$ cat src/rtl/transmissor_paridade_pkg.sv
// pacote_display: shared definitions for the parity-protected 5-bit display link.
// Contents: word/data widths, frame payload struct, serializer FSM state
// enum and the odd-parity helper (also usable by the receiving side).
package pacote_display;

  localparam int unsigned LARGURA_DADO   = 5;
  localparam int unsigned LARGURA_QUADRO = 6;

  // Frame payload as latched and serialized: {parity, symbol}.
  typedef struct packed {
    logic                    paridade;
    logic [LARGURA_DADO-1:0] dado;
  } quadro_t;

  // Serializer states.
  typedef enum logic [2:0] {
    OCIOSO   = 3'd0,
    INICIO   = 3'd1,
    DADOS    = 3'd2,
    PARIDADE = 3'd3,
    PARADA   = 3'd4
  } estado_t;

  // Odd parity: the returned bit makes the 6-bit word contain an odd number of ones.
  function automatic logic paridade_impar(input logic [LARGURA_DADO-1:0] dado);
    return ~^dado;
  endfunction

endpackage

$ cat src/rtl/transmissor_paridade_gerador_paridade.sv
// gerador_paridade: combinational builder of the 6-bit word {parity, symbol}.
// Ports:
//   dado_i     symbol index (5 bits)
//   inverte_i  invert the parity bit (error injection; tie to 0 when unused)
//   palavra_c  resulting word, combinational
module gerador_paridade
  import pacote_display::*;
(
  input  logic [LARGURA_DADO-1:0] dado_i,
  input  logic                    inverte_i,
  output quadro_t                 palavra_c
);

  assign palavra_c.paridade = paridade_impar(dado_i) ^ inverte_i;
  assign palavra_c.dado     = dado_i;

endmodule

$ cat src/rtl/transmissor_paridade.sv
// transmissor_paridade: serial transmitter for the parity-protected 5-bit
// display code. Accepts a symbol over valid/ready, forms {odd parity, dado}
// and sends start(0), quadro[0..5] LSB first, stop(1), each bit held
// CLKS_PER_BIT cycles.
// Ports:
//   clk, rst_n   clock, asynchronous active-low reset
//   dado         symbol index, sampled on handshake
//   dado_valido  producer has a symbol
//   pronto       block accepts a symbol (registered)
//   tx           serial line, idle high (registered)
//   quadro       word of the current/last frame (registered)
//   ocupado      frame in progress (registered, inverse of pronto)
//   forca_erro   present only when PARIDADE_INJECAO_ERRO_EN is defined:
//                inverts the parity bit of the frame accepted on that edge
module transmissor_paridade
  import pacote_display::*;
#(
  parameter int unsigned CLKS_PER_BIT = 4
) (
  input  logic                      clk,
  input  logic                      rst_n,
  input  logic [LARGURA_DADO-1:0]   dado,
  input  logic                      dado_valido,
`ifdef PARIDADE_INJECAO_ERRO_EN
  input  logic                      forca_erro,
`endif
  output logic                      pronto,
  output logic                      tx,
  output logic [LARGURA_QUADRO-1:0] quadro,
  output logic                      ocupado
);

  localparam int unsigned LARGURA_CNT = (CLKS_PER_BIT > 1) ? $clog2(CLKS_PER_BIT) : 1;
  localparam logic [LARGURA_CNT-1:0] CNT_ULTIMO = LARGURA_CNT'(CLKS_PER_BIT - 1);
  localparam logic [2:0]             IDX_ULTIMO = 3'(LARGURA_DADO - 1);

  estado_t                estado_q, estado_d;
  logic [LARGURA_CNT-1:0] cnt_q, cnt_d;
  logic [2:0]             indice_q, indice_d;
  quadro_t                quadro_q, quadro_d;
  logic                   tx_q, tx_d;
  logic                   pronto_q, pronto_d;
  logic                   ocupado_q, ocupado_d;

  quadro_t palavra_c;
  logic    inverte_c;
  logic    fim_bit_c;

`ifdef PARIDADE_INJECAO_ERRO_EN
  assign inverte_c = forca_erro;
`else
  assign inverte_c = 1'b0;
`endif

  gerador_paridade u_gerador (
    .dado_i    (dado),
    .inverte_i (inverte_c),
    .palavra_c (palavra_c)
  );

  assign fim_bit_c = (cnt_q == CNT_ULTIMO);

  // Next state, counters and registered outputs.
  always_comb begin
    estado_d  = estado_q;
    cnt_d     = '0;
    indice_d  = indice_q;
    quadro_d  = quadro_q;
    tx_d      = 1'b1;
    pronto_d  = 1'b1;
    ocupado_d = 1'b0;

    if (estado_q != OCIOSO) begin
      cnt_d = fim_bit_c ? '0 : cnt_q + LARGURA_CNT'(1);
    end

    case (estado_q)
      OCIOSO: begin
        if (dado_valido && pronto_q) begin
          estado_d = INICIO;
          quadro_d = palavra_c;
        end
      end
      INICIO: begin
        if (fim_bit_c) begin
          estado_d = DADOS;
          indice_d = '0;
        end
      end
      DADOS: begin
        if (fim_bit_c) begin
          if (indice_q == IDX_ULTIMO) begin
            estado_d = PARIDADE;
          end else begin
            indice_d = indice_q + 3'd1;
          end
        end
      end
      PARIDADE: begin
        if (fim_bit_c) estado_d = PARADA;
      end
      PARADA: begin
        if (fim_bit_c) estado_d = OCIOSO;
      end
      default: begin
        estado_d = OCIOSO;
      end
    endcase

    // tx is derived from the state being entered so the line is registered
    // yet changes on the same edge as the state.
    case (estado_d)
      INICIO:   tx_d = 1'b0;
      DADOS:    tx_d = quadro_d.dado[indice_d];
      PARIDADE: tx_d = quadro_d.paridade;
      default:  tx_d = 1'b1;
    endcase

    pronto_d  = (estado_d == OCIOSO);
    ocupado_d = ~pronto_d;
  end

  // State and output registers; tx resets high asynchronously.
  always_ff @(posedge clk or negedge rst_n) begin
    if (!rst_n) begin
      estado_q  <= OCIOSO;
      cnt_q     <= '0;
      indice_q  <= '0;
      quadro_q  <= '0;
      tx_q      <= 1'b1;
      pronto_q  <= 1'b1;
      ocupado_q <= 1'b0;
    end else begin
      estado_q  <= estado_d;
      cnt_q     <= cnt_d;
      indice_q  <= indice_d;
      quadro_q  <= quadro_d;
      tx_q      <= tx_d;
      pronto_q  <= pronto_d;
      ocupado_q <= ocupado_d;
    end
  end

  assign tx      = tx_q;
  assign pronto  = pronto_q;
  assign ocupado = ocupado_q;
  assign quadro  = quadro_q;

endmodule

$ cat config.mk
export PLATFORM = sky130hd
export DESIGN_NAME = transmissor_paridade
export DESIGN_NICKNAME = d
export VERILOG_FILES = /design/src/rtl/transmissor_paridade_pkg.sv /design/src/rtl/transmissor_paridade_gerador_paridade.sv /design/src/rtl/transmissor_paridade.sv
export SDC_FILE = /design/constraint.sdc
export NUM_CORES = 1
export LEC_CHECK = 0
export BUFFER_PORTS_ARGS = -buffer_cell sky130_fd_sc_hd__buf_2
export CAP_MARGIN = 15
export CORE_ASPECT_RATIO = 0.8
export CORE_MARGIN = 3
export CORE_UTILIZATION = 40
export CTS_BUF_LIST = sky130_fd_sc_hd__clkbuf_8
export DETAILED_ROUTE_END_ITERATION = 8
export PLACE_DENSITY = 0.63
export SYNTH_ARGS = -nofsm -noshare
export SYNTH_HDL_FRONTEND = slang
export SYNTH_SLANG_ARGS = --single-unit
$ cat constraint.sdc
create_clock -name clk -period 2 [get_ports clk]
set_input_delay 0.3 -clock clk [delete_from_list [all_inputs] [get_ports clk]]
set_output_delay 0.3 -clock clk [all_outputs]
set_load 0.01 [all_outputs]
==> flow_metrics.tcl <==
set metrics [dict create \
    seq_area_frac_synth_pct 44.7 \
    power.leakage_nw 0.533 \
    layout.nets 124 \
    num_vias 760 \
    ioPinCount 17 \
    ant_nets 0 \
    max-slew-margin-rel_pct 74.6 \
    powerDensity_mw_per_mm2 1470 \
    finalCoreUtilization_pct 51.3 \
    synth_area_per_cell_sq_um 10.8 \
    cts.sinks 17 \
    rows 15 \
    ys.flop_type "dfrtp_1" \
    port_buffers 16 \
    finalInstanceArea_sq_mm 0.00114 \
    crit_path_end_kind "register" \
    drc 0 \
    synth_nets 100 \
    irDropWorstVdd_v 0.000890 \
    cts-root-buf "clkbuf_8" \
    grt_max_degree 18 \
    fillers 217 \
    worstMarginPinSlew_ns 0.381 \
    post_drt_via_cell_ratio 5.55 \
    core_sq_mm 0.00221 \
    numCtsBuffers 3 \
    post_dp_cell_area_sq_mm 0.00108 \
    drt_iter0_drc 38 \
    synthCells 89 \
    whs_ns 0.327 \
    grt_pass1_wl_mm 3.49 \
    critPathLaunchType "register" \
    fmax_mhz 534 \
    p_total_mw 1.68 \
    hold_violations 0 \
    wirelength_mm 2.08 \
    cts_tree "built" \
    synth_area_sq_um 957 \
    fin_tns_setup_ns 0 \
    cp_max_fo 11 \
    drt-pass1-iter-count 4 \
    fin_crit_sh_pct 93.6 \
    rsz0062_at_grt "no" \
    synth.distinct_cells 39 \
    die_w_um 60.7 \
    die-area_sq_mm 0.00302 \
    critPathKind "reg -> reg" \
    finalSetupViolations 0 \
    antenna_found_initial 0 \
    drive_above_1_share_pct 34.8 \
    slew_viol_final 0 \
    async_flop_share_pct 100 \
    cp.arrival_ns 2.04 \
    hold_class "in -> reg" \
    path_clk_slew_ns 0.06 \
    fin_skew_ns 0.000688 \
    synth-edff-count 0 \
    grt_usage_pct 15.4 \
    grt_overflow_total 0 \
    globalplace.congestion 0.849 \
    hpwl_mm 1.59 \
    antennaDiodeCount 0 \
    ys_seq_elements 17 \
    cts_max_path_buffers 2 \
    fin_crit_ns 1.87 \
    initial_utilization_pct 43.2 \
    drt-wirelength-per-cell_um 15.2 \
    clk_latency_ns 0.25 \
    grt_pass1_vias 776 \
    worstPathRequired_ns 2.17 \
    status "finished clean" \
    die_height_um 49.8 \
    max_cap_viol_count 0 \
    cts_max_level 1 \
    area_delta_synth_final_pct 18.7 \
    ys_warn_count 0 \
]
cells in the final DEF (no fill, tap or decap), types with 2 or more instances in the layout:
master,instances
dfrtp_1,13
buf_2,16
nand2_1,7
ha_1,3
dfrtp_2,2
clkbuf_8,3
buf_4,5
or2_4,2
a21oi_1,2
o211ai_1,3
nor3_1,2
mux2_2,2
xnor2_1,2
nand3_1,4
inv_1,6
o21ai_0,5
dfstp_2,2
and2_1,3
o2111ai_1,2
nand2b_1,5
o31a_1,2
per-layer routing:
layer | vias up | global-route usage, % | wire, um
met5 | - | 0 | 0
met4 | 0 | 2.17 | 0
met3 | 0 | 6.54 | 154
met2 | 30 | 21.4 | 901
met1 | 367 | 22.7 | 1030
li1 | 363 | - | -
where the power goes:
part / total, mW / switching (mW) / internal, mW
clock network: 0.246 / 0.110 / 0.136
logic: 0.808 / 0.444 / 0.364
registers: 0.621 / 0.109 / 0.512
what timing repair did:
item	in CTS	in global routing
buffers inserted	0	0
resized for setup	0	2
hold buffers	1	0
endpoints found under the hold margin	15	0
endpoints found under the setup margin	0	1
path summary, 6_finish.rpt:
check                       startpoint         to  cells after the start  slack, ns
max                        estado_q[2]         tx                      5       0.13
min                            dado[2]  quadro[2]                      3       0.33
max reg2reg                estado_q[2]         tx                      5       0.13
min reg2reg                   cnt_q[0]   cnt_q[0]                      1       0.44
max in group asynchronous        rst_n         tx                      2       1.19
min in group asynchronous        rst_n   cnt_q[1]                      2       0.50
critical path: stages (launching register included):
cell and delay [ns]:
dfrtp_2 0.47, or3_4 0.45, nor2_2 0.17, mux2_2 0.37, o2111ai_1 0.21, a31oi_1 0.12
synth_stat cells (all sizes together) (2+ instances only):
| cell type | n | share of area (%) |
|---|---|---|
| buf | 3 | 2.9 |
| dfstp | 2 | 5.5 |
| or2 | 2 | 1.8 |
| dfrtp | 15 | 39 |
| o31a | 2 | 1.8 |
| o2111ai | 2 | 1.8 |
| nor3 | 2 | 1.0 |
| or3 | 2 | 1.8 |
| inv | 6 | 2.4 |
| o21ai | 5 | 2.6 |
| nand2 | 7 | 2.7 |
| nor2 | 2 | 1.0 |
| xnor2 | 2 | 1.8 |
| ha | 3 | 3.9 |
| nand2b | 5 | 3.3 |
| and2 | 3 | 2.0 |
| mux2 | 2 | 2.4 |
| nand3 | 4 | 2.1 |
| a21oi | 2 | 1.0 |
| o211ai | 3 | 2.4 |
sequential cells by signal (all words and copies together), names as in the netlist:
signal,count
cnt_q,2
estado_q,3
indice_q,3
ocupado,1
pronto,1
quadro,6
tx,1
cell type report:
class,instances,area [sq um],area share [%]
multi-input cells,63,479,42.2
clock buffers,3,41.3,3.63
repair buffers,22,128,11.2
clock inverters,1,3.75,0.330
flip-flops and latches,17,430,37.9
well taps,25,31.3,2.75
inverters,6,22.5,1.98
metrics by stage:
step	worst slack (ns)	instances
3_5_place_dp	0.109	132
4_1_cts	0.0996	137
2_1_floorplan	0.261	89
3_3_place_gp	0.103	132
5_1_grt	0.000436	137
6_report	0.129	137
cell families after synthesis:
kind of cell	count (synthesis)	synth area share [%]
buf+inv	9	5.23
flops	17	44.7
xor+xnor	4	5.10
mux	2	2.35
simple gates	33	22.1
fa+ha+maj	3	3.92
compound gates	21	16.6
No activity file was read; power rests on OpenSTA's default activity.
